$ cat src/rtl/seq_div_128x64.sv
// Restoring divider: 2W-bit dividend / W-bit divisor -> 2W-bit quotient, W-bit remainder.
// Latency: 2W+1 cycles from accept to done (one quotient bit per clock); divide-by-zero answers after the accepting edge.
// Backpressure: none; start is only sampled in IDLE and ignored while a division runs or completes.
module seq_div_128x64 #(
  parameter int W = 64
) (
  input  logic             clk,
  input  logic             rst,
  input  logic             start,
  input  logic [2*W-1:0]   dividend,
  input  logic [W-1:0]     divisor,
  output logic             busy,
  output logic             done,
  output logic [2*W-1:0]   quotient,
  output logic [W-1:0]     remainder,
  output logic             div_by_zero
);

  localparam int CW = $clog2(2*W) + 1;

  typedef enum logic [1:0] {
    S_IDLE = 2'd0,
    S_CALC = 2'd1,
    S_DONE = 2'd2
  } state_t;

  state_t          state_q, state_d;

  // Dividend shift register; quotient bits enter at the LSB as dividend bits leave the MSB.
  logic [2*W-1:0]  dvd_q, dvd_d;
  logic [W-1:0]    dvs_q, dvs_d;
  // Partial remainder is always < divisor after a step, so W bits suffice between steps.
  logic [W-1:0]    p_q, p_d;
  logic [CW-1:0]   cnt_q, cnt_d;

  logic [2*W-1:0]  quo_q, quo_d;
  logic [W-1:0]    rem_q, rem_d;
  logic            dz_q, dz_d;

  // One restoring step: the shifted partial remainder needs W+1 bits before subtracting.
  logic [W:0]      p_shift;
  logic [W-1:0]    p_sub;
  logic            q_bit;
  logic            last_step;

  assign p_shift   = {p_q, dvd_q[2*W-1]};
  // When the top bit is set the value exceeds any W-bit divisor, and the W-bit
  // difference is exact because the true result is below the divisor.
  assign q_bit     = p_shift[W] | (p_shift[W-1:0] >= dvs_q);
  assign p_sub     = p_shift[W-1:0] - dvs_q;
  assign last_step = (cnt_q == CW'(1));

  // State and datapath registers, cleared asynchronously so an in-flight division is dropped.
  always_ff @(posedge clk or posedge rst) begin
    if (rst) begin
      state_q <= S_IDLE;
      dvd_q   <= '0;
      dvs_q   <= '0;
      p_q     <= '0;
      cnt_q   <= '0;
      quo_q   <= '0;
      rem_q   <= '0;
      dz_q    <= 1'b0;
    end else begin
      state_q <= state_d;
      dvd_q   <= dvd_d;
      dvs_q   <= dvs_d;
      p_q     <= p_d;
      cnt_q   <= cnt_d;
      quo_q   <= quo_d;
      rem_q   <= rem_d;
      dz_q    <= dz_d;
    end
  end

  // Next-state: zero divisor short-circuits straight to DONE.
  always_comb begin
    state_d = state_q;
    case (state_q)
      S_IDLE: if (start) state_d = (divisor == '0) ? S_DONE : S_CALC;
      S_CALC: if (last_step) state_d = S_DONE;
      S_DONE: state_d = S_IDLE;
      default: state_d = S_IDLE;
    endcase
  end

  // Datapath next-values: operand capture, one iteration per CALC cycle, result capture.
  always_comb begin
    dvd_d = dvd_q;
    dvs_d = dvs_q;
    p_d   = p_q;
    cnt_d = cnt_q;
    quo_d = quo_q;
    rem_d = rem_q;
    dz_d  = dz_q;
    case (state_q)
      S_IDLE: begin
        if (start) begin
          if (divisor != '0) begin
            dvd_d = dividend;
            dvs_d = divisor;
            p_d   = '0;
            cnt_d = CW'(2*W);
          end else begin
            quo_d = '1;
            rem_d = dividend[W-1:0];
            dz_d  = 1'b1;
          end
        end
      end
      S_CALC: begin
        p_d   = q_bit ? p_sub : p_shift[W-1:0];
        dvd_d = {dvd_q[2*W-2:0], q_bit};
        cnt_d = cnt_q - CW'(1);
        if (last_step) begin
          quo_d = {dvd_q[2*W-2:0], q_bit};
          rem_d = q_bit ? p_sub : p_shift[W-1:0];
          dz_d  = 1'b0;
        end
      end
      default: ;
    endcase
  end

  // Status outputs decoded from the registered state only.
  always_comb begin
    busy = (state_q == S_CALC);
    done = (state_q == S_DONE);
  end

  assign quotient    = quo_q;
  assign remainder   = rem_q;
  assign div_by_zero = dz_q;

endmodule

$ cat config.mk
export PLATFORM = sky130hd
export DESIGN_NAME = seq_div_128x64
export DESIGN_NICKNAME = d
export VERILOG_FILES = /design/src/rtl/seq_div_128x64.sv
export SDC_FILE = /design/constraint.sdc
export NUM_CORES = 1
export LEC_CHECK = 0
export ABC_AREA = 1
export CORE_MARGIN = 2
export CORE_UTILIZATION = 55
export CTS_BUF_LIST = sky130_fd_sc_hd__clkbuf_16
export CTS_CLUSTER_SIZE = 28
export DETAILED_ROUTE_END_ITERATION = 8
export PLACE_DENSITY_LB_ADDON = 0.05
export SLEW_MARGIN = 20
export SYNTH_ARGS = -nofsm -noshare
export SYNTH_HDL_FRONTEND = slang
export SYNTH_SLANG_ARGS = --single-unit
export TNS_END_PERCENT = 20
$ cat constraint.sdc
create_clock -name clk -period 22.9 [get_ports clk]
set_input_delay 4.58 -clock clk [delete_from_list [all_inputs] [get_ports clk]]
set_output_delay 4.58 -clock clk [all_outputs]
set_load 0.005 [all_outputs]
==> results of run 1 <==
sequential cells by signal (all words and copies together), names as in the netlist:
signal and count:
cnt_q 8, remainder 64, state_q 2, quotient 128
div_by_zero 1, dvs_q 64, dvd_q 128, p_q 64
worst min-delay path: stages, from the launching register on:
cell     delay (ns)
dfrtp_1        0.34
nand2_1        0.05
o21ai_0        0.05
worst paths after layout:
kind | from | to | slack, ns | cells past startpoint
min in group asynchronous | rst | quotient[115]$_DFFE_PP0P_ | 4.50 | 2
hold reg to reg | quotient[115]$_DFFE_PP0P_ | quotient[115]$_DFFE_PP0P_ | 0.48 | 2
hold / removal | quotient[115]$_DFFE_PP0P_ | quotient[115]$_DFFE_PP0P_ | 0.48 | 2
setup reg to reg | state_q[1]$_DFFE_PP0P_ | remainder[29]$_DFFE_PP0P_ | 18.26 | 11
max in group asynchronous | rst | p_q[49]$_DFFE_PP0P_ | 15.34 | 5
setup / recovery | divisor[3] | quotient[23]$_DFFE_PP0P_ | 14.83 | 13
cell usage after synthesis (all sizes together):
library cell / number
xnor2: 2
nor2: 316
or2: 66
and2: 2
a31oi: 2
nand4: 93
buf: 38
nor3: 16
nand3: 178
inv: 605
ha: 66
o211ai: 2
a211o: 1
fa: 1
o31ai: 63
nand2: 1156
o21ai: 266
nand3b: 4
o22ai: 1
clkbuf: 116
dfrtp: 459
nor4: 4
o21bai: 8
clkinv: 2
a21oi: 187
and3: 2
xor2: 35
per-stage QoR:
stage,power [mW],instance area (um2),hold slack (ns),util [%],std cells
floorplan,3.45,26300,0.452,-,3691
global placement,4.45,30500,0.464,64.2,4560
detailed placement,4.49,30500,0.469,64.2,4560
CTS,5.24,32000,0.484,67.2,4648
global route,5.70,32000,0.498,67.2,4654
finish,5.25,32000,0.479,67.3,4656
metal layers:
layer,share of wire (%),up-vias
li1,-,12200
met1,44,11300
met2,45,808
met3,7.2,131
met4,3.1,4
met5,0.033,-
final cells by class:
type                    count  area share (%)
multi-input cells        2471            37.3
flip-flops and latches    459            35.9
repair buffers            408            12.6
inverters                 607            7.18
clock buffers              49            3.83
well taps                 615            2.41
clock inverters            39           0.630
diodes                      8          0.0626
cell families after synthesis:
| logic type | synth area share (%) |
|---|---|
| flip-flops | 43.6 |
| buffers and inverters | 11.2 |
| adder cells (fa/ha/maj) | 3.21 |
| AND/OR/NAND/NOR | 29.9 |
| AO/OA/AOI/OAI | 10.8 |
| XOR/XNOR | 1.23 |
power by group through the flow:
stage	Clock [mW]	Sequential, mW	Combinational, mW
finish	0.724	1.42	3.10
global route	0.770	1.46	3.47
CTS	0.737	1.42	3.08
detailed placement	0	1.43	3.06
global placement	0	1.42	3.03
floorplan	0	1.39	2.07
==> metrics.csv, run 1 <==
stage,metric,value,unit
cts,Post-CTS Setup Inserts,0,
logic_synthesis,Synth area leader,dfrtp_1,
global_routing,number of global-route vias before repair,22700,
global_routing,number of antenna violations at the first check in global routing,9,
logic_synthesis,average cell area after synthesis,7.14,um2
pwr,Static Leak,16.6,nW
drt,number of iterations in the first detailed-routing pass,5,
sta,slew at the pin closest to its max-slew limit,1.07,ns
place,Port-buffer cells,389,
setup_path,worst path buffer plus inverter count,4,
setup_path,data required time at the worst endpoint,23.33,ns
setup_path,critical path class,input pin to flip-flop,
floorplan,CORE AREA,47500,um2
setup_path,CP endpoint kind,flip-flop,
drt,number of vias in the routed layout,24400,
setup_path,largest fanout on the critical path,97,
pwr,maximum ir drop on the vdd rail,0.0948,mV
sta,PnR worst setup slack,14.83,ns
logic_synthesis,combined area of all synthesized cells,26300,um2
finish,fraction of layout instances using a drive strength above 1,4.86,%
setup_path,data arrival at the endpoint of the critical path,8.50,ns
finish,layout overhead on the synthesized area,21.4,%
drt,number of DRC markers after the initial detailed-route iteration,2159,
global_routing,global-route met3 utilization,5.65,%
floorplan,width of the die,223,um
sta,Setup TNS,0,ns
logic_synthesis,number of nets produced by synthesis,3953,
global_routing,GRT Total Usage,32.6,%
drt,post-detailed-route via-to-cell ratio,5.23,
global_routing,total gr overflow,0,
finish,most common library cell in the layout ignoring fill and taps,nand2_1,
drt,Final ANT Viol Nets,0,
logic_synthesis,number of distinct library cells after synthesis,40,
run,number of violations of the max-capacitance limit,0,
outcome,result of the run,"complete, no violations",
cts,TritonCTS Sinks,459,
setup_path,Worst path max stage delay,0.65,ns
drt,DRC violations left,0,
sta,worst slew margin relative to its limit,29.0,%
global_routing,most utilized layer in the global route result,met2,
logic_synthesis,top post-synthesis cells by area,"dfrtp_1, nand2_1, inv_1, o21ai_0, nor2_1",
logic_synthesis,area share of the leading cell type in the synthesized netlist,43.6,%
cts,hold bufs inserted after CTS,0,
pwr,part of the total power dissipated in combinational logic,59.1,%
finish,area of the multi-input gates,11900,um2
sta,highest attainable clock frequency,0.124,GHz
pwr,Sw Pwr,2.55,mW
logic_synthesis,synthesis warning total,0,
sta,hold violation total from the final report,0,
cts,root cell of the clock tree,clkbuf_16,
sta,maximum clock skew at final layout,0.0223,ns
cts,number of buffers created by CTS,49,
cts,number of H-tree levels,2,
sta,"Slew Viols, Final",0,
place,setup slack after placement,14.22,ns
pwr,net switching fraction of the power,48.7,%
drt,Avg WL per Cell,17.4,um
sta,unrepaired setup endpoints after global routing,no,
place,sum of net half-perimeters after detailed placement,60800,um
cts,maximum count of clock buffers along a single path,3,
global_routing,global-route wire length before repair,127000,um
cts,later-pin clock latency in the skew report,0.61,ns
setup_path,dominant delay contributor by cell family on the critical path,simple AND/OR/NAND/NOR gates,
logic_synthesis,Seq cells post-synth,459,
global_routing,largest net degree at the start of global routing,111,
sta,Tmin final,8.07,ns
floorplan,row count,80,
setup_path,Critical Path Source Type,input pin,
floorplan,die footprint,49700,um2
pwr,power per cell area,164,nW/um2
pwr,Internal Pwr Total,2.69,mW
floorplan,I/O pin count,390,
cts,"Clk pin slew, worst setup/hold paths",0.06,ns
cts,post-CTS resize count,0,
finish,combined flip-flop and latch cell area,11500,um2
drt,routed wire length,81000,um
place,placer congestion estimate,0.989,
hold_path,path category of the worst min-delay check,flip-flop to flip-flop,
finish,total number of nets in the final design,4258,
sta,final worst path period share,35.2,%
finish,Filler Cell Count,4286,
global_routing,GRT met1 Usage,45.9,%
pwr,sequential cell fraction of total power,27.1,%
pwr,clock network power share,13.8,%
cts,TritonCTS clock tree,done,
setup_path,series of cell instances along the critical path,clkdlybuf4s50_1 -> inv_1 -> nand4_1 -> nor2_1 -> nand2_1 -> nor2_1 -> nand3_1 -> nand2_1 -> nand2_4 -> buf_4 -> nor2_4 -> buf_4 -> a21oi_1,
global_routing,GR Util met2,51.3,%
floorplan,initial cell density of the core,55.4,%
floorplan,Vert. Die Dim,223,um
finish,"leading cell types in the layout, fill and taps excluded","nand2_1, inv_1, dfrtp_1",
logic_synthesis,part of the Yosys area used for sequential elements,43.6,%
logic_synthesis,synthesized instance count,3691,
sta,count of endpoints failing setup in the final report,0,
setup_path,Worst path slowest cell,buf_4,
Power figures use the tool's default switching activity.
==> run 2: changes to the inputs <==
--- a/config.mk
+++ b/config.mk
@@ -7,7 +7,7 @@
 export LEC_CHECK = 0
 export ABC_AREA = 1
 export CORE_MARGIN = 2
-export CORE_UTILIZATION = 55
+export CORE_UTILIZATION = 50
 export CTS_BUF_LIST = sky130_fd_sc_hd__clkbuf_16
 export CTS_CLUSTER_SIZE = 28
 export DETAILED_ROUTE_END_ITERATION = 8
==> constraint.sdc (replaced) <==
create_clock -name clk -period 7.2 [get_ports clk]
set_input_delay 1.44 -clock clk [delete_from_list [all_inputs] [get_ports clk]]
set_output_delay 1.44 -clock clk [all_outputs]
set_load 0.005 [all_outputs]
==> run 2 against run 1 <==
Effect of this change: design area is 1.2% higher; die area is 9.8% higher; non-clock buffer count unchanged; clock-buffer cell count rose by 2; sequential power grew to 3.2 times the previous value; worst hold slack improved by 0.0023 ns; combinational power rose to 3.2 times the previous value; clock skew up 0.0057 ns; register-to-register slack worse by 15 ns; power rose to 3.3 times the previous value; clock power grew to 3.7 times the previous value; final cell count rose by 1.5%; largest power group unchanged.
==> metrics.csv, run 2 (synthesis results as in run 1) <==
stage,metric,value,unit
pwr,maximum ir drop on the vdd rail,0.333,mV
place,Port-buffer cells,389,
finish,Filler Cell Count,4948,
drt,number of DRC markers after the initial detailed-route iteration,2075,
sta,maximum clock skew at final layout,0.0280,ns
floorplan,Vert. Die Dim,234,um
setup_path,largest fanout on the critical path,51,
finish,area of the multi-input gates,11900,um2
global_routing,number of global-route vias before repair,23000,
sta,"Slew Viols, Final",0,
place,placer congestion estimate,0.975,
finish,fraction of layout instances using a drive strength above 1,5.15,%
global_routing,total gr overflow,0,
cts,Post-CTS Setup Inserts,0,
global_routing,number of antenna violations at the first check in global routing,2,
pwr,clock network power share,15.5,%
setup_path,worst reg2reg path startpoint,dvs_q[0]$_DFFE_PP0P_,
run,number of violations of the max-capacitance limit,0,
finish,total number of nets in the final design,4259,
floorplan,I/O pin count,390,
setup_path,register-to-register path setup slack,3.14,ns
cts,post-CTS resize count,0,
cts,TritonCTS Sinks,459,
setup_path,Critical Path Source Type,input pin,
pwr,Sw Pwr,8.23,mW
sta,Tmin final,4.41,ns
cts,TritonCTS clock tree,done,
hold_path,beginning of the worst hold path,dvd_q[64]$_DFFE_PP0P_,
setup_path,data arrival at the endpoint of the critical path,4.88,ns
global_routing,global-route wire length before repair,130000,um
drt,DRC violations left,0,
finish,Post-Layout Cell Count,4728,
setup_path,data required time at the worst endpoint,7.67,ns
cts,number of buffers created by CTS,50,
place,sum of net half-perimeters after detailed placement,62900,um
cts,number of H-tree levels,2,
hold_path,path category of the worst min-delay check,flip-flop to flip-flop,
setup_path,beginning of the critical path,divisor[55],
place,DP Cell Count,4633,
drt,Avg WL per Cell,17.8,um
sta,count of endpoints failing setup in the final report,0,
setup_path,CP endpoint kind,flip-flop,
cts,maximum count of clock buffers along a single path,3,
pwr,part of the total power dissipated in combinational logic,58.1,%
sta,unrepaired setup endpoints after global routing,no,
sta,hold violation total from the final report,0,
global_routing,GRT Total Usage,30.8,%
sta,worst slew margin relative to its limit,31.7,%
pwr,Static Leak,16.7,nW
sta,highest attainable clock frequency,0.227,GHz
finish,"leading cell types in the layout, fill and taps excluded","nand2_1, inv_1, dfrtp_1",
floorplan,CORE AREA,52300,um2
setup_path,critical path class,input pin to flip-flop,
finish,most common library cell in the layout ignoring fill and taps,nand2_1,
floorplan,initial cell density of the core,50.3,%
floorplan,width of the die,234,um
sta,slew at the pin closest to its max-slew limit,1.02,ns
pwr,net switching fraction of the power,48.1,%
pwr,power per cell area,529,nW/um2
cts,"Clk pin slew, worst setup/hold paths",0.06,ns
global_routing,largest net degree at the start of global routing,194,
pwr,Internal Pwr Total,8.89,mW
cts,root cell of the clock tree,clkbuf_16,
cts,hold bufs inserted after CTS,0,
drt,number of vias in the routed layout,24500,
drt,number of iterations in the first detailed-routing pass,5,
drt,routed wire length,84100,um
sta,Setup TNS,0,ns
floorplan,row count,84,
floorplan,die footprint,54500,um2
outcome,result of the run,"complete, no violations",
sta,final worst path period share,61.2,%
finish,layout overhead on the synthesized area,22.9,%
drt,Final ANT Viol Nets,0,
finish,combined flip-flop and latch cell area,11500,um2
cts,later-pin clock latency in the skew report,0.62,ns
pwr,sequential cell fraction of total power,26.4,%
drt,post-detailed-route via-to-cell ratio,5.18,
-- run 2: cell types whose count changed in the layout (fill, tap and decap cells not counted), sizes merged --
cell and change:
diode -6, bufinv +7, clkinvlp +1, clkinv -1
clkbuf +2, inv -4
-- run 2: layer usage --
| layer | vias up | wire length [um] | track usage [%] |
|---|---|---|---|
| li1 | 12100 | - | - |
| met1 | 11500 | 37800 | 43.5 |
| met2 | 746 | 38100 | 48.7 |
| met3 | 132 | 5700 | 4.60 |
| met4 | 0 | 2470 | 9.69 |
| met5 | - | 0 | 0 |
-- run 2: worst paths after layout --
| kind | endpoint | cells past startpoint |
|---|---|---|
| max in group asynchronous | remainder[44]$_DFFE_PP0P_ | 3 |
| worst max register to register | remainder[59]$_DFFE_PP0P_ | 19 |
| worst max-delay path | quotient[47]$_DFFE_PP0P_ | 12 |
| worst min register to register | dvd_q[64]$_DFFE_PP0P_ | 2 |
| worst min-delay path | dvd_q[64]$_DFFE_PP0P_ | 2 |
| min in group asynchronous | quotient[119]$_DFFE_PP0P_ | 2 |
-- run 2: layout make-up --
class | count | share of cell area, %
repair buffers | 408 | 12.7
inverters | 607 | 7.08
clock buffers | 51 | 3.94
flip-flops and latches | 459 | 35.5
clock inverters | 42 | 1.26
multi-input cells | 2471 | 36.9
well taps | 688 | 2.66
diodes | 2 | 0.0155
-- run 2: power groups by stage --
stage / sequential, mW / clock (mW) / combinational (mW)
final: 4.52 / 2.65 / 9.95
after global routing: 4.66 / 2.80 / 11.2
after CTS: 4.52 / 2.70 / 9.90
after detailed placement: 4.56 / 0 / 9.84
after global placement: 4.53 / 0 / 9.73
after floorplan: 4.41 / 0 / 6.57
-- run 2: worst max-delay path, cell delays in order --
cell and delay, ns:
clkdlybuf4s50_1 0.40, inv_1 0.07, nand4_1 0.09, nor2_1 0.28, nand2_1 0.18, nor2_1 0.21
nand3_1 0.17, nand2_1 0.14, nand2_4 0.34, nor2_4 0.90, buf_4 0.47, a21oi_1 0.12
-- run 2: through the flow --
stage          area [um2]  util (%)  setup WS (ns)  total power, mW  hold WS [ns]
2_1_floorplan       26300         -         -0.451             11.0         0.452
3_3_place_gp        30700      58.6           2.28             14.3         0.465
3_5_place_dp        30700      58.6           2.21             14.4         0.469
4_1_cts             32400      61.8           2.87             17.1         0.484
5_1_grt             32400      61.9           2.62             18.6         0.494
6_report            32400      61.9           2.79             17.1         0.481
==> run 3: changes to the inputs <==
--- a/config.mk
+++ b/config.mk
@@ -7,7 +7,7 @@
 export LEC_CHECK = 0
 export ABC_AREA = 1
 export CORE_MARGIN = 2
-export CORE_UTILIZATION = 50
+export CORE_UTILIZATION = 55
 export CTS_BUF_LIST = sky130_fd_sc_hd__clkbuf_16
 export CTS_CLUSTER_SIZE = 28
 export DETAILED_ROUTE_END_ITERATION = 8
==> constraint.sdc (replaced) <==
create_clock -name clk -period 4.38 [get_ports clk]
set_input_delay 0.876 -clock clk [delete_from_list [all_inputs] [get_ports clk]]
set_output_delay 0.876 -clock clk [all_outputs]
set_load 0.005 [all_outputs]
==> run 3 against run 2 <==
Effect of this change: final cell count decreased by 1.0%; largest power group unchanged; critical path type unchanged; sequential cell count did not move; global-route usage grew 2.7 points.
==> metrics.csv, run 3 (synthesis results as in run 1) <==
stage,metric,value,unit
place,Port-buffer cells,389,
setup_path,dominant delay contributor by cell family on the critical path,simple AND/OR/NAND/NOR gates,
cts,number of H-tree levels,2,
cts,number of buffers created by CTS,49,
global_routing,GRT Total Usage,33.5,%
sta,final worst path period share,72.9,%
setup_path,Critical Path Source Type,input pin,
finish,Post-Layout Cell Count,4680,
setup_path,largest fanout on the critical path,30,
pwr,net switching fraction of the power,48.2,%
pwr,clock network power share,14.3,%
cts,TritonCTS clock tree,done,
drt,Final ANT Viol Nets,0,
sta,highest attainable clock frequency,0.313,GHz
sta,count of endpoints failing setup in the final report,0,
sta,slew at the pin closest to its max-slew limit,0.753,ns
finish,final design area excluding fillers,32400,um2
cts,maximum count of clock buffers along a single path,3,
pwr,maximum ir drop on the vdd rail,0.478,mV
place,placer congestion estimate,1.00,
sta,Tmin final,3.19,ns
sta,worst slew margin relative to its limit,49.8,%
sta,"Slew Viols, Final",0,
global_routing,GRT met1 Usage,47.3,%
setup_path,Worst path slowest cell,clkdlybuf4s50_1,
global_routing,number of antenna violations at the first check in global routing,5,
floorplan,width of the die,223,um
setup_path,data arrival at the endpoint of the critical path,3.73,ns
pwr,power per cell area,861,nW/um2
finish,Filler Cell Count,4220,
global_routing,total gr overflow,0,
cts,hold bufs inserted after CTS,0,
finish,total number of nets in the final design,4284,
pwr,Internal Pwr Total,14.5,mW
floorplan,CORE AREA,47500,um2
sta,hold violation total from the final report,0,
cts,post-CTS resize count,0,
floorplan,Vert. Die Dim,223,um
outcome,result of the run,"complete, no violations",
floorplan,I/O pin count,390,
place,placed instance area,30900,um2
sta,unrepaired setup endpoints after global routing,no,
place,DP Cell Count,4586,
setup_path,critical path class,input pin to flip-flop,
global_routing,most utilized layer in the global route result,met2,
sta,maximum clock skew at final layout,0.0353,ns
global_routing,global-route met3 utilization,5.47,%
setup_path,Worst path max stage delay,0.40,ns
drt,number of vias in the routed layout,25100,
floorplan,row count,80,
hold_path,path category of the worst min-delay check,flip-flop to flip-flop,
cts,TritonCTS Sinks,459,
drt,post-detailed-route via-to-cell ratio,5.36,
setup_path,Most Frequent Cell on Critical Path,nand2_1,
global_routing,GR Util met2,53.0,%
setup_path,worst path buffer plus inverter count,5,
pwr,sequential cell fraction of total power,26.7,%
finish,"leading cell types in the layout, fill and taps excluded","nand2_1, inv_1, dfrtp_1",
cts,"Clk pin slew, worst setup/hold paths",0.06,ns
drt,Avg WL per Cell,17.8,um
drt,DRC violations left,0,
finish,fraction of layout instances using a drive strength above 1,5.44,%
global_routing,number of global-route vias before repair,23400,
pwr,Sw Pwr,13.5,mW
cts,Post-CTS Setup Inserts,0,
finish,most common library cell in the layout ignoring fill and taps,nand2_1,
floorplan,die footprint,49700,um2
cts,later-pin clock latency in the skew report,0.62,ns
drt,number of DRC markers after the initial detailed-route iteration,2043,
floorplan,initial cell density of the core,55.4,%
pwr,Static Leak,16.8,nW
global_routing,global-route wire length before repair,130000,um
run,number of violations of the max-capacitance limit,0,
setup_path,series of cell instances along the critical path,clkdlybuf4s50_1 -> inv_1 -> nand4_1 -> nor2_1 -> nand2_1 -> nor2_1 -> nand3_1 -> nand2_1 -> nand2_4 -> clkinv_2 -> buf_4 -> or2_0 -> nand2_1 -> inv_1,
drt,number of iterations in the first detailed-routing pass,6,
drt,routed wire length,83300,um
cts,root cell of the clock tree,clkbuf_16,
global_routing,largest net degree at the start of global routing,127,
setup_path,CP endpoint kind,flip-flop,
finish,layout overhead on the synthesized area,23.1,%
place,sum of net half-perimeters after detailed placement,64300,um
pwr,part of the total power dissipated in combinational logic,59.0,%
setup_path,data required time at the worst endpoint,4.92,ns
[run 3: cell types whose count changed in the layout (fill, tap and decap cells not counted), moves of 2 or more]
| cell | delta |
|---|---|
| clkinv_2 | -5 |
| inv_1 | +4 |
| clkinv_1 | +5 |
| diode_2 | +3 |
| buf_12 | +10 |
| bufinv_16 | -4 |
| buf_4 | +17 |
| clkbuf_16 | -2 |
[run 3: through the flow]
step / setup slack, ns / setup TNS, ns / total power, mW / hold slack (ns) / util [%]
3_3_place_gp: 0.709 / 0 / 23.5 / 0.464 / 65.0
2_1_floorplan: -2.71 / -1242.52 / 18.1 / 0.452 / -
4_1_cts: 1.29 / 0 / 27.8 / 0.484 / 68.2
6_report: 1.19 / 0 / 27.9 / 0.479 / 68.2
3_5_place_dp: 0.661 / 0 / 23.8 / 0.469 / 65.0
5_1_grt: 0.994 / 0 / 30.3 / 0.499 / 68.2
[run 3: final timing paths]
check	to	slack [ns]	depth (start not counted)	startpoint
setup / recovery	remainder[0]$_DFFE_PP0P_	1.19	14	divisor[49]
hold / removal	quotient[84]$_DFFE_PP0P_	0.48	2	quotient[84]$_DFFE_PP0P_
setup reg to reg	remainder[28]$_DFFE_PP0P_	1.32	15	p_q[25]$_DFFE_PP0P_
hold reg to reg	quotient[84]$_DFFE_PP0P_	0.48	2	quotient[84]$_DFFE_PP0P_
max in group asynchronous	p_q[53]$_DFFE_PP0P_	2.77	3	rst
min in group asynchronous	dvd_q[14]$_DFFE_PP0P_	0.64	2	rst
[run 3: cell type report]
cell class,count,area [um2],area share (%)
Multi-Input combinational cell,2471,11900,36.8
Antenna cell,5,12.5,0.0386
Inverter,607,2290,7.07
Tap cell,615,769,2.37
Timing Repair Buffer,434,4420,13.6
Clock buffer,49,1230,3.78
Sequential cell,459,11500,35.4
Clock inverter,40,275,0.849
[run 3: power by group through the flow]
stage | sequential (mW) | clock, mW | combinational (mW)
finish | 7.46 | 3.99 | 16.5
global route | 7.65 | 4.22 | 18.4
CTS | 7.44 | 4.04 | 16.4
detailed placement | 7.49 | 0 | 16.3
global placement | 7.45 | 0 | 16.1
floorplan | 7.25 | 0 | 10.8
[run 3: routing by layer]
metal,part of all wire [%],vias up,wire length (um)
met5,0,-,0
met4,3.0,0,2520
met3,7.3,144,6100
met2,45,929,37800
met1,44,11800,36900
li1,-,12200,-
[run 3: worst register-to-register path, cell delays in order, from the launching register on]
cell and delay (ns):
dfrtp_1 0.41, ha_1 0.34, nand2_1 0.19, inv_1 0.06
nand2_1 0.07, nand2_1 0.09, nand2_1 0.07, nand2_1 0.11
a21oi_1 0.23, nand3_2 0.11, nand2_2 0.10, buf_4 0.60
nand4_1 0.31, nand3_1 0.19, nand2_1 0.06, inv_1 0.05
